<file path="config.mk">
export PLATFORM = sky130hd
export DESIGN_NAME = mult_div_unit_flat
export DESIGN_NICKNAME = d
export VERILOG_FILES = /design/src/rtl/cpu_types_pkg.sv /design/src/rtl/mult_div_unit_if.sv /design/src/rtl/mult_div_unit_negate.sv /design/src/rtl/mult_div_unit.sv /design/src/flat_wrapper.sv
export SDC_FILE = /design/constraint.sdc
export NUM_CORES = 1
export LEC_CHECK = 0
export BUFFER_PORTS_ARGS = -buffer_cell sky130_fd_sc_hd__buf_4
export CAP_MARGIN = 10
export CORE_UTILIZATION = 40
export CTS_CLUSTER_DIAMETER = 120
export DETAILED_ROUTE_END_ITERATION = 8
export GPL_TIMING_DRIVEN = 1
export PLACE_DENSITY = 0.65
export SYNTH_ARGS = -nofsm -noshare
export SYNTH_HDL_FRONTEND = slang
export SYNTH_SLANG_ARGS = --single-unit
</file>
<file path="constraint.sdc">
create_clock -name CLK -period 11.01 [get_ports CLK]
set_input_delay 1.6515 -clock CLK [delete_from_list [all_inputs] [get_ports CLK]]
set_output_delay 1.6515 -clock CLK [all_outputs]
set_load 0.05 [all_outputs]
</file>
<file path="src/rtl/cpu_types_pkg.sv">
// Shared CPU datapath types: word width, multiply/divide opcodes and MDU control states.
package cpu_types_pkg;

  localparam int MDU_WIDTH   = 32;
  localparam int MDU_LATENCY = MDU_WIDTH + 2;

  typedef logic [MDU_WIDTH-1:0] word_t;

  typedef enum logic [1:0] {
    MDU_MULT  = 2'd0,
    MDU_MULTU = 2'd1,
    MDU_DIV   = 2'd2,
    MDU_DIVU  = 2'd3
  } mdu_op_t;

  typedef enum logic [1:0] {
    IDLE,
    CALC,
    FIXUP,
    DONE
  } mdu_state_t;

endpackage

</file>
<file path="src/rtl/mult_div_unit_if.sv">
// Request/result bundle between the datapath (master) and the multiply/divide unit (slave).
interface mult_div_unit_if #(
  parameter int WIDTH = cpu_types_pkg::MDU_WIDTH
);

  logic                   start;
  cpu_types_pkg::mdu_op_t op;
  logic [WIDTH-1:0]       portA;
  logic [WIDTH-1:0]       portB;
  logic                   busy;
  logic                   done;
  logic                   div_zero;
  logic [WIDTH-1:0]       hi;
  logic [WIDTH-1:0]       lo;

  modport master (
    output start, op, portA, portB,
    input  busy, done, div_zero, hi, lo
  );

  modport slave (
    input  start, op, portA, portB,
    output busy, done, div_zero, hi, lo
  );

endinterface

</file>
<file path="src/rtl/mult_div_unit_negate.sv">
// Conditional two's-complement: used for operand magnitudes and result sign fixup.
module mdu_negate #(
  parameter int N = 64
) (
  input  logic [N-1:0] value,
  input  logic         neg,
  output logic [N-1:0] result
);

  assign result = neg ? (-value) : value;

endmodule

</file>
<file path="src/rtl/mult_div_unit.sv">
// Iterative multiply/divide unit: fixed-latency shift-add multiply and restoring divide
// with HI/LO result registers that only change in the FIXUP cycle.
module mult_div_unit
  import cpu_types_pkg::*;
#(
  parameter int WIDTH = MDU_WIDTH,
  parameter int ITER  = WIDTH
) (
  input  logic            CLK,
  input  logic            nRST,
  mult_div_unit_if.slave  bus
);

  localparam int CW = $clog2(ITER + 1);

  mdu_state_t         state, state_next;
  logic [CW-1:0]      counter;
  mdu_op_t            op_q;
  logic               sign_a, sign_b;
  logic [WIDTH-1:0]   mag_a, mag_b, orig_a, rem_q;
  logic [2*WIDTH-1:0] acc;
  logic [WIDTH-1:0]   hi_q, lo_q;
  logic               div_zero_q;
  logic               busy, done;

  // Operand capture: signed ops take magnitudes, unsigned ops pass through.
  logic             signed_in, neg_a_in, neg_b_in, is_div;
  logic [WIDTH-1:0] mag_a_in, mag_b_in;

  assign signed_in = (bus.op == MDU_MULT) || (bus.op == MDU_DIV);
  assign neg_a_in  = signed_in & bus.portA[WIDTH-1];
  assign neg_b_in  = signed_in & bus.portB[WIDTH-1];
  assign is_div    = (op_q == MDU_DIV) || (op_q == MDU_DIVU);

  mdu_negate #(.N(WIDTH)) u_mag_a (.value(bus.portA), .neg(neg_a_in), .result(mag_a_in));
  mdu_negate #(.N(WIDTH)) u_mag_b (.value(bus.portB), .neg(neg_b_in), .result(mag_b_in));

  // Multiply step: add multiplicand into the upper half when the LSB is set, then shift right.
  logic [WIDTH:0]     mul_sum;
  logic [2*WIDTH-1:0] mul_next;

  assign mul_sum  = {1'b0, acc[2*WIDTH-1:WIDTH]} + {1'b0, (acc[0] ? mag_a : '0)};
  assign mul_next = {mul_sum, acc[WIDTH-1:1]};

  // Restoring divide step: WIDTH+1-bit trial subtract, keep the difference if non-negative.
  logic [WIDTH:0]   div_shift, div_diff;
  logic             div_ok;
  logic [WIDTH-1:0] rem_next, quot_next;

  assign div_shift = {rem_q, acc[WIDTH-1]};
  assign div_diff  = div_shift - {1'b0, mag_b};
  assign div_ok    = ~div_diff[WIDTH];
  assign rem_next  = div_ok ? div_diff[WIDTH-1:0] : div_shift[WIDTH-1:0];
  assign quot_next = {acc[WIDTH-2:0], div_ok};

  // Result sign fixup; the remainder follows the dividend's sign.
  logic [2*WIDTH-1:0] prod_fix;
  logic [WIDTH-1:0]   quot_fix, rem_fix;

  mdu_negate #(.N(2*WIDTH)) u_fix_prod (.value(acc), .neg(sign_a ^ sign_b), .result(prod_fix));
  mdu_negate #(.N(WIDTH)) u_fix_quot (.value(acc[WIDTH-1:0]), .neg(sign_a ^ sign_b), .result(quot_fix));
  mdu_negate #(.N(WIDTH)) u_fix_rem (.value(rem_q), .neg(sign_a), .result(rem_fix));

  // NOTE: sequential state uses non-blocking assignments so every register samples pre-edge values.
  always_ff @(posedge CLK or negedge nRST) begin
    if (!nRST) state <= IDLE;
    else       state <= state_next;
  end

  // NOTE: every output of this block gets a default first, so no path can infer a latch.
  always_comb begin
    state_next = state;
    busy       = (state != IDLE);
    done       = (state == DONE);
    case (state)
      IDLE:    if (bus.start) state_next = CALC;
      CALC:    if (counter == CW'(ITER - 1)) state_next = FIXUP;
      FIXUP:   state_next = DONE;
      DONE:    state_next = IDLE;
      default: state_next = IDLE;
    endcase
  end

  always_ff @(posedge CLK or negedge nRST) begin
    if (!nRST) begin
      counter    <= '0;
      hi_q       <= '0;
      lo_q       <= '0;
      div_zero_q <= 1'b0;
    end else begin
      case (state)
        IDLE: if (bus.start) begin
          counter    <= '0;
          div_zero_q <= 1'b0;
        end
        CALC: counter <= counter + CW'(1);
        FIXUP: begin
          if (is_div && (mag_b == '0)) begin
            hi_q       <= orig_a;
            lo_q       <= '1;
            div_zero_q <= 1'b1;
          end else if (is_div) begin
            hi_q <= rem_fix;
            lo_q <= quot_fix;
          end else begin
            hi_q <= prod_fix[2*WIDTH-1:WIDTH];
            lo_q <= prod_fix[WIDTH-1:0];
          end
        end
        default: ;
      endcase
    end
  end

  // NOTE: working registers are always loaded in IDLE before use, so they carry no reset.
  always_ff @(posedge CLK) begin
    case (state)
      IDLE: if (bus.start) begin
        op_q   <= bus.op;
        sign_a <= neg_a_in;
        sign_b <= neg_b_in;
        mag_a  <= mag_a_in;
        mag_b  <= mag_b_in;
        orig_a <= bus.portA;
        rem_q  <= '0;
        acc    <= {{WIDTH{1'b0}},
                   ((bus.op == MDU_DIV) || (bus.op == MDU_DIVU)) ? mag_a_in : mag_b_in};
      end
      CALC: begin
        if (is_div) begin
          acc[WIDTH-1:0] <= quot_next;
          rem_q          <= rem_next;
        end else begin
          acc <= mul_next;
        end
      end
      default: ;
    endcase
  end

  assign bus.busy     = busy;
  assign bus.done     = done;
  assign bus.div_zero = div_zero_q;
  assign bus.hi       = hi_q;
  assign bus.lo       = lo_q;

endmodule

</file>
<file path="src/flat_wrapper.sv">
// flat-port wrapper written by rule: the top's interface ports become plain ports
module mult_div_unit_flat import cpu_types_pkg::*;
#(
  parameter int WIDTH = MDU_WIDTH,
  parameter int ITER  = WIDTH
)
  (CLK, nRST, bus_start, bus_op, bus_portA, bus_portB, bus_busy, bus_done, bus_div_zero, bus_hi, bus_lo);
  mult_div_unit_if #(.WIDTH(WIDTH)) bus_i ();
  input  logic CLK;
  input  logic nRST;
  input wire logic [$bits(bus_i.start)-1:0] bus_start;
  input wire logic [$bits(bus_i.op)-1:0] bus_op;
  input wire logic [$bits(bus_i.portA)-1:0] bus_portA;
  input wire logic [$bits(bus_i.portB)-1:0] bus_portB;
  output wire logic [$bits(bus_i.busy)-1:0] bus_busy;
  output wire logic [$bits(bus_i.done)-1:0] bus_done;
  output wire logic [$bits(bus_i.div_zero)-1:0] bus_div_zero;
  output wire logic [$bits(bus_i.hi)-1:0] bus_hi;
  output wire logic [$bits(bus_i.lo)-1:0] bus_lo;
  assign bus_i.start = bus_start;
  assign bus_i.op = bus_op;
  assign bus_i.portA = bus_portA;
  assign bus_i.portB = bus_portB;
  assign bus_busy = bus_i.busy;
  assign bus_done = bus_i.done;
  assign bus_div_zero = bus_i.div_zero;
  assign bus_hi = bus_i.hi;
  assign bus_lo = bus_i.lo;
  mult_div_unit #(.WIDTH(WIDTH), .ITER(ITER)) u_core (.CLK(CLK), .nRST(nRST), .bus(bus_i));
endmodule
</file>
## Word level (Yosys, flattened, before mapping)

Cells that the tools add are included.

| word-level totals | value |
|---|---|
| memories | 0 |
| bits in read-only memories | 0 |
| word-level logic and storage cells | 82 |
| RAM bits | 0 |
| register bits after elaboration | 269 |
| latch bits | 0 |

| operators by class | value |
|---|---|
| add/sub/neg operators | 8 |
| equality and inequality tests | 13 |
| $mul | 0 |
| multiplexer cells | 27 |
| div/mod/pow operators | 0 |
| reduce and logical (&&, ||, !) cells | 16 |
| shift operators | 0 |
| bitwise operators | 4 |
| order comparisons | 0 |

Operator list:

| operator | number |
|---|---|
| $mux W32 | 15 |
| $mux W64 | 2 |
| $neg A32 Y32 | 4 |
| $pmux W64 S2 | 1 |
| $neg A64 Y64 | 1 |
| $pmux W32 S2 | 1 |
| $add A32 B32 Y33 | 1 |
| $sub A33 B32 Y33 | 1 |
| $logic_not A32 Y1 | 1 |
| $eq A2 B2 Y1 const B | 6 |
| $pmux W6 S2 | 1 |
| $reduce_and A3 Y1 | 3 |
| $pmux W2 S4 | 1 |
| $add A6 B1 Y6 const B | 1 |
| $eq A6 B5 Y1 const B | 1 |
| $mux W6 | 1 |
| $ne A2 B1 Y1 const B | 3 |
| $reduce_and A2 Y1 | 3 |
| $reduce_bool A2 Y1 | 3 |
| $logic_not A2 Y1 | 2 |
| $mux W2 | 2 |
| $ne A2 B2 Y1 const B | 2 |
| $logic_or A1 B1 Y1 | 3 |
| $and A1 B1 Y1 | 2 |
| 6 further kinds | 7 |

## Depth between registers and ports, before layout

| logic depth | value |
|---|---|
| depth in word-level cells | 7 |
| gate-level depth with buffers | 14 |
| depth with buffers taken out | 13 |

## By module

Synthesis repeated with hierarchy kept, for this count alone.

| second synthesis, totals | value |
|---|---|
| cell total of the unflattened synthesis | 2,013 |
| area, all modules | 19,656.4 sq um |

Modules (own cells, without submodules):

| module | area each (sq um) | cells an instance | sequential area each (sq um) | times used |
|---|---|---|---|---|
| mult_div_unit | 15,153.3 | 1,392 | 7,682.4 | 1 |
| mdu_negate at u_core.u_fix_rem ... | 767.0 | 108 | 0.0 | 3 |
| mdu_negate at u_core.u_fix_prod | 1,453.9 | 198 | 0.0 | 1 |
| mdu_negate at u_core.u_fix_quot | 748.2 | 99 | 0.0 | 1 |

## Worst setup path after synthesis

OpenSTA, ideal clock, no wires.

| timing | value |
|---|---|
| path type | input to register |
| from | input bus_start |
| to | register u_core.acc[32], enable pin |
| path slack | 2,430 ps |
| setup time | 432 ps |
| arrival | 8,148 ps |
| stages | 4 |
| path through | inv_1 nor2_1 nor2_1 a21oi_1 |

| on the way | value |
|---|---|
| cells in the longest elaborated chain, start to end | 2 |

Ends and longest elaborated chain:

| item | line | source |
|---|---|---|
| from (decl) | flat_wrapper.sv:11 | `input wire logic [$bits(bus_i.start)-1:0] bus_start;` |
| $ne A2 B2 Y1 (no line) | -- |  |
| $reduce_and A3 Y1 (no line) | -- |  |
| to (signal assigned) | mult_div_unit.sv:126 | `acc <= {{WIDTH{1'b0}},` |
| to (signal, indexed assignment) | mult_div_unit.sv:131 | `acc[WIDTH-1:0] <= quot_next;` |
| to (signal assigned) | mult_div_unit.sv:134 | `acc <= mul_next;` |
| to (decl) | mult_div_unit.sv:21 | `logic [2*WIDTH-1:0] acc;` |

No other way between the ends.
A chain may end at the register's enable or synchronous reset.

## Worst setup path after layout

| timing | value |
|---|---|
| from | register u_core.acc[31] |
| to | register u_core.rem_q[15], data pin |

| on the way | value |
|---|---|
| cells in the longest elaborated chain, start to end | 4 |

Ends and longest elaborated chain:

| item | line | source |
|---|---|---|
| $sub A33 B32 Y33 | mult_div_unit.sv:51 | `assign div_diff = div_shift - {1'b0, mag_b};` |
| $mux W32 | mult_div_unit.sv:53 | `assign rem_next = div_ok ? div_diff[WIDTH-1:0] : div_shift[WIDTH-1:0];` |
| $mux W32 | mult_div_unit.sv:130 | `if (is_div) begin` |
| $pmux W32 S2 | mult_div_unit.sv:117 | `case (state)` |
| to (signal assigned) | mult_div_unit.sv:132 | `rem_q <= rem_next;` |
| to (decl) | mult_div_unit.sv:20 | `logic [WIDTH-1:0] mag_a, mag_b, orig_a, rem_q;` |

No other way between the ends. The select of a mux whose other input is x is not followed.

==> flow_metrics.env <==
export IMPL_status="finished clean"
export IMPL_gp_congestion=0.942
export IMPL_drc=0
export IMPL_hold_start="u_core.bus.hi[22]"
export IMPL_final_cell_mix="194 x edfxtp_1, 174 x nor2_1, 164 x a21oi_1, 154 x buf_4, 126 x o21ai_0"
export IMPL_crit_slowest_cell="o311a_1"
export IMPL_reg2reg_from="u_core.acc[31]"
export IMPL_rsz0062_at_grt="no"
export IMPL_worstPathCellList="inv_1 > ha_1 > inv_1 > fa_1 > a211oi_2 > o21a_2 > a211oi_2 > o21ai_2 > or3b_1 > a21oi_1 > o311a_1 > or3_1 > a21oi_1"
export IMPL_met3_usage=0.0483
export IMPL_ys_ff_latch=267
export IMPL_crit_path_max_fanout=27
export IMPL_p_switching_mw=3.45
export IMPL_cts_htree_levels=1
export IMPL_grtUsageTotal=0.258
export IMPL_cp_num_buf_inv=2
export IMPL_seq_area_frac_synth=0.419
export IMPL_slew_headroom=0.238
export IMPL_met1_usage=0.364
export IMPL_cts_buffers=30
export IMPL_period_needed_ns=4.23
export IMPL_r2r_end="u_core.rem_q[15]"
export IMPL_synth_ff_type="edfxtp_1"
export IMPL_ff_latch_area_um2=7650
export IMPL_wl_per_cell_um=23.1
export IMPL_setup_viol=0
export IMPL_p_seq_frac=0.299
export IMPL_max_cap_violations=0
export IMPL_fmax_ghz=0.236
export IMPL_hold_class="reg -> reg"
export IMPL_multi_input_area_um2=10000
export IMPL_ir_drop_v=0.000238
export IMPL_drt_pass1_iter_count=6
export IMPL_worstHoldEndpoint="u_core.bus.hi[22]"
export IMPL_dieArea_um2=46500
export IMPL_layout_commonest_cell="edfxtp_1"
export IMPL_syn_inst=1928
export IMPL_grt_max_degree=80
export IMPL_num_io_pins=136
export IMPL_initial_core_util=0.409
export IMPL_worstHoldPathCells=2
export IMPL_clock_path_buffers=3
export IMPL_pre_cts_ws_ns=6.66
export IMPL_globalRouteOverflowTotal=0
export IMPL_path_class="reg -> reg"
export IMPL_finalCritPeriodShare=0.384
export IMPL_p_leak_nw=8.29
export IMPL_syn_to_final_growth_pct=14.3
export IMPL_cp_start_kind="flip-flop"
export IMPL_viasPerCell=5.98
export IMPL_io_buffers=135
export IMPL_first_iter_violations=1599
export IMPL_antenna_cells=0
export IMPL_grt_busiest_layer="met2"
export IMPL_comb_power_share=0.555
export IMPL_finalMaxSlewViolations=0
export IMPL_grt_pass1_wl_mm=91.7
export IMPL_core_um2=44600
export IMPL_setup_tns_final_ns=0
export IMPL_ys_types=80
export IMPL_num_fill_cells=4271
export IMPL_cts_tree="yes"
export IMPL_reg2regPathDepth=13
export IMPL_antenna_found_initial=1
export IMPL_ys_warn_count=0
export IMPL_clock_power_share=0.147
export IMPL_cts_clk_slew_worst_paths_ns=0.06
export IMPL_rows=77
export IMPL_drive_above_1_share=0.131
export IMPL_hold_viol_final=0
export IMPL_fin_skew_ns=0.0343
export IMPL_powerDensity_nw_per_um2=342
export IMPL_cts_sinks=267
export IMPL_grt_util_met2=0.394
export IMPL_regToRegSetupSlack_ns=6.78
export IMPL_nNetsFinal=2166
export IMPL_setup_ws_ns=6.78
export IMPL_worstSetupStartpoint="u_core.acc[31]"
export IMPL_hold_ws_ns=0.494
export IMPL_cp_top_family="compound AO/OA/AOI/OAI gates"
export IMPL_avgSynthCellArea_um2=9.47
export IMPL_cts_setup_buffers=0
export IMPL_async_flop_share=0.273
export IMPL_cts_root_buf="clkbuf_16"
export IMPL_internal_power_mw=3.68
export IMPL_insertion_delay_ns=0.59
export IMPL_die_y_um=216
export IMPL_vias=15800
export IMPL_wirelength_mm=61.0
export IMPL_synth_nets=2072
export IMPL_required_ns=11.30
export IMPL_power_share_switching=0.484
export IMPL_synth_edf_count=194
export IMPL_hpwl_mm=46.0
export IMPL_grt_pass1_vias=15100
export IMPL_antenna_left=0
export IMPL_worst_pin_slew_ns=1.14
export IMPL_netlist_area_um2=18300
export IMPL_yosysTopAreaCell="edfxtp_1"
export IMPL_cp_arrival_ns=4.52
export IMPL_ctsResizeCount=0
export IMPL_die_w_um=216
export IMPL_synth_top_cell_area_share=0.319
export IMPL_slowest_delay_ns=0.86
export IMPL_synth_area_leaders="edfxtp_1 32%, dfrtp_1 10%, xor2_1 5.3%"
export IMPL_end_kind="flip-flop"
export IMPL_cts_hold_buf=0
-- area by class of cell --
type                            instances  area share
Inverter                               83      0.0149
Tap cell                              592      0.0355
Multi-Input combinational cell       1486       0.479
Clock buffer                           38      0.0384
Clock inverter                         18      0.0101
Timing Repair Buffer                  154      0.0554
Sequential cell                       267       0.367
-- through the flow --
stage / cell area, um^2 / cells / utilization / total power, mW
6_report: 20900 / 2638 / 0.468 / 7.13
3_5_place_dp: 19900 / 2582 / 0.445 / 6.03
3_3_place_gp: 19900 / 2582 / 0.445 / 5.97
4_1_cts: 20900 / 2638 / 0.468 / 7.10
5_1_grt: 20900 / 2638 / 0.468 / 7.56
2_1_floorplan: 18300 / 1928 / - / 4.83
-- flip-flops by register name (all words and copies together), names as in the netlist --
name	cells
u_core.counter	6
u_core.mag_b	32
u_core.bus.hi	32
u_core.sign_b	1
u_core.orig_a	32
u_core.mag_a	31
u_core.bus.div_zero	1
u_core.state	2
u_core.bus.lo	32
u_core.sign_a	1
u_core.rem_q	32
u_core.acc	64
u_core.op_q	1
-- synthesized netlist by cell type (all sizes together), types with 36 or more instances --
master / instances
dfrtp: 73
nand2: 124
nor3: 42
ha: 73
clkbuf: 79
nor2: 175
mux2i: 43
xnor2: 91
inv: 83
and2: 43
xor2: 111
a21oi: 167
a21o: 39
o31ai: 36
o21ai: 128
edfxtp: 194
nand3: 44
-- worst min-delay path: cells and delay by family (launching register included) --
family	cells	cell delay, ns
flops	1	0.34
simple gates	2	0.12
-- power groups by stage --
stage / Combinational, mW / Sequential, mW / Clock [mW]
2_1_floorplan: 2.48 / 2.35 / 0
3_3_place_gp: 3.85 / 2.12 / 0
3_5_place_dp: 3.90 / 2.13 / 0
4_1_cts: 3.92 / 2.12 / 1.06
5_1_grt: 4.30 / 2.18 / 1.09
6_report: 3.95 / 2.13 / 1.05
-- worst max-delay path by stage --
stage	depth (start not counted)	end	slack [ns]
CTS	13	u_core.rem_q[15]	6.81
detailed placement	10	u_core.acc[29]	6.66
finish	13	u_core.rem_q[15]	6.78
global placement	10	u_core.acc[29]	6.68
global route	13	u_core.rem_q[18]	6.51
floorplan	4	u_core.acc[32]	2.43
-- routing by layer --
layer,routed length (um),vias up
met5,17,-
met4,2320,2
met3,5760,104
met2,26500,691
met1,26400,7688
li1,-,7278
-- cells by family (layout without fill, tap and decap cells) --
family | after synthesis | count (layout) | share of synthesized area
compound gates | 560 | 560 | 0.198
xor+xnor | 202 | 202 | 0.0969
fa+ha+maj | 75 | 75 | 0.0522
buf+inv | 175 | 293 | 0.0366
flops | 267 | 267 | 0.419
mux | 61 | 61 | 0.0347
simple gates | 588 | 588 | 0.162
No activity file was read; power rests on OpenSTA's default activity.
